--- config.mk ---
export PLATFORM = sky130hd
export DESIGN_NAME = bird_matrix_scanner
export DESIGN_NICKNAME = d
export VERILOG_FILES = /design/src/rtl/bird_matrix_scanner.sv
export SDC_FILE = /design/constraint.sdc
export NUM_CORES = 1
export LEC_CHECK = 0
export CORE_UTILIZATION = 50
export DETAILED_ROUTE_END_ITERATION = 12
export GPL_TIMING_DRIVEN = 0
export PLACE_DENSITY_LB_ADDON = 0.1
export SETUP_SLACK_MARGIN = 0.02
export SLEW_MARGIN = 10
export SYNTH_ARGS = -nofsm -noshare
export SYNTH_HDL_FRONTEND = slang
export SYNTH_SLANG_ARGS = --single-unit
--- constraint.sdc ---
create_clock -name clk -period 2.87 [get_ports clk]
set_input_delay 0.574 -clock clk [delete_from_list [all_inputs] [get_ports clk]]
set_output_delay 0.574 -clock clk [all_outputs]
set_load 0.005 [all_outputs]
--- src/rtl/bird_matrix_scanner.sv ---
// bird_matrix_scanner: 8x8 RGB LED column scanner with frame-latched bird/obstacle shadows.
// Optional macro BIRD_BLINK_EN blinks the bird layer at half frame rate while gameOver is latched.
`default_nettype none

module bird_matrix_scanner #(
  parameter int DWELL    = 1000,
  parameter int BLANK    = 2,
  parameter int BIRD_COL = 1
) (
  input  logic        clk,
  input  logic        reset,
  input  logic [23:0] head,
  input  logic [23:0] tail,
  input  logic        gameOver,
  input  logic [63:0] obstacle,
  output logic [7:0]  col_sel,
  output logic [23:0] row_data,
  output logic        frame_done,
  output logic        collision
);

  localparam int             CW         = (DWELL > 1) ? $clog2(DWELL) : 1;
  localparam logic [CW-1:0]  c_cnt_last = CW'(DWELL - 1);
  localparam logic [2:0]     c_tail_col = 3'(BIRD_COL);
  localparam logic [2:0]     c_head_col = 3'(BIRD_COL + 1);

  logic [CW-1:0] cnt_q, cnt_d;
  logic [2:0]    col_q, col_d;
  logic [23:0]   head_q, head_d;
  logic [23:0]   tail_q, tail_d;
  logic [63:0]   obs_q, obs_d;
  logic [7:0]    col_sel_q, col_sel_d;
  logic [23:0]   row_data_q, row_data_d;
  logic          frame_done_q, frame_done_d;
  logic          collision_q, collision_d;

  logic          w_wrap;
  logic          w_boundary;
  logic          w_blank;
  logic          w_hide;
  logic [7:0]    w_obs_col;
  logic [23:0]   w_bird;
  logic [7:0]    w_head_any;
  logic [7:0]    w_tail_any;
  logic          w_hit;

  generate
    if (BLANK > 0) begin : g_blank
      assign w_blank = (cnt_q < CW'(BLANK));
    end else begin : g_no_blank
      assign w_blank = 1'b0;
    end
  endgenerate

`ifdef BIRD_BLINK_EN
  logic go_q, go_d;
  logic blink_q, blink_d;

  always_comb begin
    go_d    = go_q;
    blink_d = blink_q;
    if (w_boundary) begin
      go_d    = gameOver;
      blink_d = gameOver ? ~blink_q : 1'b0;
    end
  end

  always_ff @(posedge clk) begin
    if (reset) begin
      go_q    <= 1'b0;
      blink_q <= 1'b0;
    end else begin
      go_q    <= go_d;
      blink_q <= blink_d;
    end
  end

  assign w_hide = blink_q & go_q;
`else
  logic w_unused_go;
  assign w_unused_go = gameOver;
  assign w_hide      = 1'b0;
`endif

  always_comb begin
    w_wrap     = (cnt_q == c_cnt_last);
    w_boundary = w_wrap && (col_q == 3'd7);
    cnt_d      = w_wrap ? '0 : cnt_q + 1'b1;
    col_d      = w_wrap ? col_q + 3'd1 : col_q;

    w_obs_col = obs_q[{col_q, 3'b000} +: 8];
    w_bird    = 24'h0;
    if (col_q == c_tail_col) begin
      w_bird = tail_q;
    end else if (col_q == c_head_col) begin
      w_bird = head_q;
    end
    if (w_hide) begin
      w_bird = 24'h0;
    end

    col_sel_d    = 8'h01 << col_q;
    row_data_d   = w_blank ? 24'h0 : ({16'h0, w_obs_col} | w_bird);
    frame_done_d = w_boundary;

    // Collision is judged on the values being latched, so it matches the frame about to be shown.
    w_head_any = head[7:0] | head[15:8] | head[23:16];
    w_tail_any = tail[7:0] | tail[15:8] | tail[23:16];
    w_hit      = (|(w_head_any & obstacle[8*(BIRD_COL+1) +: 8])) |
                 (|(w_tail_any & obstacle[8*BIRD_COL +: 8]));

    collision_d = w_boundary ? w_hit    : collision_q;
    head_d      = w_boundary ? head     : head_q;
    tail_d      = w_boundary ? tail     : tail_q;
    obs_d       = w_boundary ? obstacle : obs_q;
  end

  always_ff @(posedge clk) begin
    if (reset) begin
      cnt_q        <= '0;
      col_q        <= 3'd0;
      head_q       <= 24'h0;
      tail_q       <= 24'h0;
      obs_q        <= 64'h0;
      col_sel_q    <= 8'h01;
      row_data_q   <= 24'h0;
      frame_done_q <= 1'b0;
      collision_q  <= 1'b0;
    end else begin
      cnt_q        <= cnt_d;
      col_q        <= col_d;
      head_q       <= head_d;
      tail_q       <= tail_d;
      obs_q        <= obs_d;
      col_sel_q    <= col_sel_d;
      row_data_q   <= row_data_d;
      frame_done_q <= frame_done_d;
      collision_q  <= collision_d;
    end
  end

  assign col_sel    = col_sel_q;
  assign row_data   = row_data_q;
  assign frame_done = frame_done_q;
  assign collision  = collision_q;

endmodule

`default_nettype wire

* After elaboration in Yosys (flattened, before gate mapping)
Cells that the tools add are included.
** Storage, ports and cells
- Register bits :: 159
- Word-level logic and storage cells :: 33
- Input port bits :: 115
** Operators by class
- Bitwise logic cells :: 8
- Add/sub/neg operators :: 2
- Shift operators :: 2
- Muxes and demuxes :: 2
- $lt $le $gt $ge :: 1
- Reductions and logical operators :: 5
- Equality and inequality tests :: 4
** Operators with widths (count)
- variable part select 64 x 7 -> 8 bit :: 1
- two-way mux 24 bit :: 2
- OR 8 bit :: 4
- OR 8 x 24 -> 24 bit :: 1
- AND 8 bit :: 2
- OR reduction 8 bit :: 2
- adder 10 x 1 -> 10 bit, second input constant :: 1
- == test 10 bit, second input constant :: 1
- less-than comparator 10 x 2 -> 1 bit, second input constant :: 1
- left shift 1 x 3 -> 8 bit, first input constant :: 1
- OR reduction 2 bit :: 2
- adder 3 x 1 -> 3 bit, second input constant :: 1
- == test 3 x 1 -> 1 bit, second input constant :: 1
- == test 3 x 2 -> 1 bit, second input constant :: 1
- == test 3 bit, second input constant :: 1
- logical AND 1 bit :: 1
- OR 1 bit :: 1

* Longest topological paths before layout
Gate-level depths: netlist of the first run.
- Depth after elaboration :: 5
- Mapped depth :: 10
- Depth with buffers taken out :: 6

* Least setup slack after synthesis of the first run
Ideal clock, no wire load.
- Path kind :: register -> register
- Start point :: register col_q[1]
- End point :: register row_data_q[13] (netlist: row_data[13])
- Path slack :: 785 ps
- Clock period less this slack :: 2085 ps
- Arrival time :: 2020 ps
- Path buffers :: 4
- Stages on the path, launching flop included :: 10
- Path through :: dfxtp_1 clkbuf_1 buf_2 inv_1 ha_1 buf_2 nor3b_2 clkbuf_1 a22oi_1 nor2_1
** Between the ends
- Word-level cells in the longest chain between the ends :: 4
- Elaborated cells between the ends (all ways) :: 5
- Classes of those cells :: eq/ne: 2; mux: 2; bitwise: 1
** Ends and longest elaborated chain
- from (decl) :: line 28 : logic [2:0] col_q, col_d;
- from (signal assigned) :: line 131 : col_q <= col_d;
- == test 3 x 2 -> 1 bit :: line 95 : end else if (col_q == c_head_col) begin
- two-way mux 24 bit :: line 95
- two-way mux 24 bit * :: line 93 : if (col_q == c_tail_col) begin
- OR 8 x 24 -> 24 bit * :: line 103 : row_data_d = w_blank ? 24'h0 : ({16'h0, w_obs_col} | w_bird);
- to (signal assigned) :: line 136 : row_data_q <= row_data_d;
- to (decl) :: line 33 : logic [23:0] row_data_q, row_data_d;
Mark *: on every way between the ends. The rest lies on a longest branch, timed or not.
A chain may end at the register's enable or synchronous reset.

* Final worst setup path of the first run
- Start point :: register col_q[1]
- End point :: register row_data_q[17] (netlist: row_data[17])
Same word-level chain as after synthesis.

==> impl_metrics.tcl, run 1 <==
set metrics [dict create \
    design_area_um2 8520 \
    outcome "complete, no violations" \
    grt_pass1_vias 5700 \
    nets 1014 \
    muxShareOfSynthArea_pct 6.93 \
    cts_setup_buffers 0 \
    fin_worst_skew_ns 0.00973 \
    crit_path_start "col_q[1]$_SDFFE_PP0P_" \
    die_h_um 114 \
    cts_buffers 17 \
    cts_tree "yes" \
    synthFlopType "dfxtp_1" \
    postSynthAreaPerCell_um2 8.65 \
    grt_overflow_total 0 \
    crit_path_start_kind "flip-flop" \
    pin_count 149 \
    r2r-start "col_q[1]$_SDFFE_PP0P_" \
    hold_viol 0 \
    ir_worst_vdd_uv 411 \
    area_delta_synth_final_pct 35.4 \
    synth_edf_count 0 \
    vias 5825 \
    synth_top_family_by_area "simple AND/OR/NAND/NOR gates" \
    path_cells "clkbuf_2 > buf_2 > inv_1 > ha_1 > buf_2 > nor3b_2 > clkbuf_1 > a22oi_1 > nor2_1" \
    totalWireLength_mm 18.6 \
    cts_root_buffer "clkbuf_16" \
    grt_first_pass_wirelength_mm 28.9 \
    hold_path_class "reg -> reg" \
    clkTransAtPathRegs_ns 0.06 \
    cpPeakStageDelay_ns 0.44 \
    dp.cells 1042 \
    rows 40 \
    synth_fp_nets 849 \
    yosys.area.top_type "dfxtp_1" \
    worstSetupEndpointType "flip-flop" \
    slowest_stage "nor3b_2" \
    crit_required_ns 3.22 \
    pwr-share-seq_pct 48.1 \
    power_density_nw_per_um2 540 \
    hp-start "obs_q[50]$_SDFFE_PP0P_" \
    first_pass_iters 7 \
    fillers 975 \
    hpwl_mm 14.1 \
    p_int_w 0.00364 \
    power_frac_clock_pct 46.0 \
    syn_inst 728 \
    crit_fanout 10 \
    ys_ff_latch 159 \
    drc 0 \
    synth-async-reset-ratio_pct 0 \
    drive_above_1_share_pct 6.41 \
    ys_types 33 \
    synthTopCellsByCount "nand2_1, dfxtp_1, a21oi_1" \
    post_drt_wl_per_cell_um 17.4 \
    cts.sinks 159 \
    tightest_slew_ns 0.690 \
    viasPerCell 5.43 \
    cp.arrival_ns 2.98 \
    fp.dieArea_um2 13000 \
    grt_start_max_net_pins 17 \
    drv_cap 0 \
    cts_resized 0 \
    slew-limit-headroom_pct 54.0 \
    syn_area_um2 6300 \
    gp_congestion 0.937 \
    synth-xor-area-share_pct 1.25 \
    n_antenna_cell 0 \
    clkLatencyLatePin_ns 0.42 \
    tns_ns 0 \
    grtUsageTotal_pct 29.5 \
    final_cells 1073 \
    rsz0062_at_grt "false" \
    dieWidth_um 114 \
    dpl-instance-area_um2 7970 \
    crit_type "reg -> reg" \
    port_buffers 146 \
    setup_violations 0 \
    cp_top_family "buffers and inverters" \
    synth_compound_area_share_pct 14.3 \
    post-route-period-util_pct 91.5 \
    leakage_nw 2.96 \
    yosys.area_share.simple_pct 20.8 \
    cts.path.max_buffers 2 \
    max_freq_mhz 381 \
    cts-htree-levels 4 \
    cp_common_cell "buf_2" \
    postRouteAntennaNets 0 \
    core_um2 12200 \
    comb_power_share_pct 5.9 \
    synth_fa_ha_area_share_pct 1.19 \
    finalCriticalPeriod_ns 2.62 \
    synth_warnings 0 \
    crit_buf_inv 5 \
    start_util_pct 51.8 \
    switchingPower_w 0.000960 \
    yosysMostFrequentCell "nand2_1" \
    p_sw_share_pct 20.9 \
    drtIter0Drc 435 \
    cts.hold.buffers_added 0 \
    antenna_found_initial 0 \
    yosys.area.top_type_share_pct 50.5 \
    ys_top_cells_by_area "dfxtp_1, nand2_1, a21oi_1, mux4_1, nor2_1" \
    ys_seq_area_share_pct 50.5 \
    drv_slew 0 \
]
metrics by stage:
| stage | total power, W | utilization [%] | setup slack [ns] | hold WS (ns) |
|---|---|---|---|---|
| 2_1_floorplan | 0.00231 | - | 0.785 | 0.418 |
| 3_3_place_gp | 0.00253 | 65.5 | 0.0843 | 0.429 |
| 3_5_place_dp | 0.00253 | 65.5 | 0.0889 | 0.443 |
| 4_1_cts | 0.00461 | 70.1 | 0.0613 | 0.452 |
| 5_1_grt | 0.00472 | 70.1 | 0.0871 | 0.469 |
| 6_report | 0.00460 | 70.1 | 0.245 | 0.452 |
power by group through the flow:
stage                     registers (W)  logic [W]  clock network (W)
after global placement          0.00226   0.000265                  0
after global routing            0.00221   0.000280            0.00222
after floorplan                 0.00226  0.0000523                  0
after detailed placement        0.00226   0.000264                  0
after CTS                       0.00221   0.000266            0.00213
final                           0.00221   0.000270            0.00212
worst paths after layout:
check | slack (ns) | to | cells after the start
setup / recovery | 0.25 | row_data[17]$_SDFF_PP0_ | 9
hold / removal | 0.45 | obs_q[50]$_SDFFE_PP0P_ | 2
setup reg to reg | 0.25 | row_data[17]$_SDFF_PP0_ | 9
hold reg to reg | 0.45 | obs_q[50]$_SDFFE_PP0P_ | 2
cell families (layout without fill, tap and decap cells):
logic type | after synthesis | count (layout)
compound gates | 155 | 155
xor+xnor | 9 | 9
fa+ha+maj | 6 | 6
buf+inv | 58 | 235
flops | 159 | 159
mux | 18 | 18
simple gates | 323 | 323
sequential cells by signal, indices dropped and copies added, names as in the netlist:
signal	count
frame_done	1
row_data	24
tail_q	24
obs_q	64
cnt_q	10
collision	1
col_q	3
head_q	24
col_sel	8
cells in the final DEF, fill, tap and decap left out, types with 2 or more instances in the layout:
master	instances
clkbuf_8	4
a22oi_1	16
nor3b_2	2
clkbuf_1	31
nor3_1	11
buf_6	8
clkinv_2	2
mux4_1	15
nor4_1	3
nor3b_1	2
a21oi_1	112
nand4_1	6
and4_1	2
clkinvlp_4	2
clkbuf_16	17
mux2i_1	2
a2111oi_0	7
dfxtp_1	159
xor2_1	3
nor2_1	50
inv_1	4
ha_1	6
nand3_1	3
clkdlybuf4s50_1	146
nand2_1	236
and2_1	5
xnor2_1	6
buf_2	17
o31ai_1	16
nor2b_1	2
final cells by class:
class                           count  area (µm²)  share of cell area, %
Clock buffer                       26         499                   5.86
Multi-Input combinational cell    511        2800                   32.8
Tap cell                          168         210                   2.47
Buffer                             53         298                   3.49
Timing Repair Buffer              146        1460                   17.1
Clock inverter                      5        55.1                  0.646
Inverter                            5        18.8                  0.220
Sequential cell                   159        3180                   37.3
worst register-to-register path: stages, from the launching register on:
cell,delay (ns)
dfxtp_1,0.37
clkbuf_2,0.28
buf_2,0.30
inv_1,0.10
ha_1,0.18
buf_2,0.18
nor3b_2,0.44
clkbuf_1,0.43
a22oi_1,0.15
nor2_1,0.13
per-layer routing:
| metal | GRT usage, % | routed length [µm] |
|---|---|---|
| met5 | 0 | 0 |
| met4 | 15.6 | 689 |
| met3 | 6.25 | 1430 |
| met2 | 47.4 | 8680 |
| met1 | 37.4 | 7850 |
Note: power is estimated with default switching activity, not from simulation.
==> inputs of run 2 (changes only) <==
- CORE_MARGIN: unset -> 2
==> impl_metrics.tcl, run 2 (synthesized netlist as in run 1, its figures left out) <==
set metrics [dict create \
    start_util_pct 51.8 \
    leakage_nw 2.95 \
    pin_count 149 \
    drv_cap 0 \
    cpPeakStageDelay_ns 0.70 \
    vias 5757 \
    drtIter0Drc 557 \
    totalWireLength_mm 18.8 \
    clkLatencyLatePin_ns 0.42 \
    fp.dieArea_um2 13500 \
    core_um2 12200 \
    cts.path.max_buffers 2 \
    gp_congestion 0.951 \
    largest_register "obs_q" \
    grt.met2_usage_pct 45.9 \
    drc 0 \
    largest_reg_flops 64 \
    nets 1014 \
    dieWidth_um 116 \
    grtUsageTotal_pct 28.3 \
    cts_root_buffer "clkbuf_16" \
    ir_worst_vdd_uv 449 \
    hold_viol 0 \
    grt_pass1_vias 5470 \
    post-route-period-util_pct 90.7 \
    final_cell_mix "nand2_1, dfxtp_1, clkdlybuf4s50_1, a21oi_1, nor2_1" \
    grt_first_pass_wirelength_mm 28.7 \
    die_h_um 116 \
    use_met3_pct 7.16 \
    cp.arrival_ns 2.88 \
    path_cells "clkbuf_2 > buf_2 > inv_1 > ha_1 > buf_2 > clkbuf_1 > a2111oi_0 > nor3_1" \
    top_usage_layer "met2" \
    slowest_stage "a2111oi_0" \
    drive_above_1_share_pct 6.41 \
    crit_type "reg -> reg" \
    cts-htree-levels 4 \
    setup_violations 0 \
    final_common_cell "nand2_1" \
    crit_required_ns 3.15 \
    antenna_found_initial 1 \
    cts_buffers 17 \
    finalCriticalPeriod_ns 2.60 \
    first_pass_iters 6 \
    n_antenna_cell 0 \
    crit_path_start_kind "flip-flop" \
    cp_top_family "buffers and inverters" \
    power_density_nw_per_um2 536 \
    cts.sinks 159 \
    hpwl_mm 14.3 \
    drv_slew 0 \
    met1_usage_pct 37.1 \
    cts_tree "yes" \
    area_delta_synth_final_pct 35.1 \
    clkTransAtPathRegs_ns 0.06 \
    dp.cells 1042 \
    cp_common_cell "buf_2" \
    postRouteAntennaNets 0 \
    post_drt_wl_per_cell_um 17.5 \
    final_cells 1073 \
    worstSetupEndpointType "flip-flop" \
    slew-limit-headroom_pct 54.8 \
    viasPerCell 5.37 \
    tightest_slew_ns 0.660 \
    crit_buf_inv 5 \
    crit_fanout 10 \
    max_freq_mhz 384 \
    port_buffers 146 \
    tns_ns 0 \
    hold_path_class "reg -> reg" \
    outcome "complete, no violations" \
    fin_worst_skew_ns 0.00921 \
    grt_overflow_total 0 \
    rows 40 \
    rsz0062_at_grt "false" \
    grt_start_max_net_pins 17 \
]
## run 2: worst register-to-register path, delay by kind of cell, from the launching register on
| kind | cells | cell delay (ns) |
|---|---|---|
| fa+ha+maj | 1 | 0.18 |
| simple gates | 1 | 0.11 |
| flops | 1 | 0.37 |
| buf+inv | 5 | 1.11 |
| compound gates | 1 | 0.70 |
## run 2: area by class of cell
| class | count | area, µm² |
|---|---|---|
| buffer | 53 | 298 |
| clock buffer | 24 | 472 |
| clock inverter | 7 | 62.6 |
| fill | 993 | 3660 |
| inverter | 5 | 18.8 |
| multi-input combinational | 511 | 2800 |
| sequential | 159 | 3180 |
| tap | 168 | 210 |
| timing repair buffer | 146 | 1460 |
## run 2: path summary, 6_finish.rpt
| check | startpoint | depth (start not counted) | endpoint | slack, ns |
|---|---|---|---|---|
| worst max-delay path | col_q[1]$_SDFFE_PP0P_ | 8 | row_data[6]$_SDFF_PP0_ | 0.27 |
| worst min-delay path | obs_q[10]$_SDFFE_PP0P_ | 2 | obs_q[10]$_SDFFE_PP0P_ | 0.45 |
| worst max register to register | col_q[1]$_SDFFE_PP0P_ | 8 | row_data[6]$_SDFF_PP0_ | 0.27 |
| worst min register to register | obs_q[10]$_SDFFE_PP0P_ | 2 | obs_q[10]$_SDFFE_PP0P_ | 0.45 |
## run 2: timing repair
action,CTS,global route
buffers inserted,0,0
hold buffers,0,0
endpoints found under the setup margin,0,14
gates resized for setup,0,3
## run 2: metrics by stage
stage	area [µm²]	worst slack, ns	total power, W	hold WS [ns]	utilization (%)
after global routing	8510	0.112	0.00467	0.470	69.9
after CTS	8500	0.101	0.00457	0.452	69.9
after detailed placement	7970	0.116	0.00253	0.445	65.5
after floorplan	6300	0.785	0.00231	0.418	-
final	8510	0.268	0.00456	0.453	69.9
after global placement	7970	0.131	0.00253	0.429	65.5
## run 2: power by group
part	leakage (nW)	switching [W]	internal, W
Clock	0.264	0.000847	0.00123
Sequential	1.28	0.00000329	0.00221
Combinational	1.41	0.000117	0.000153
## run 2: routing by layer
| layer | up-vias | wire length, µm |
|---|---|---|
| met5 | - | 0 |
| met4 | 0 | 393 |
| met3 | 35 | 1560 |
| met2 | 254 | 8780 |
| met1 | 2661 | 8020 |
| li1 | 2807 | - |
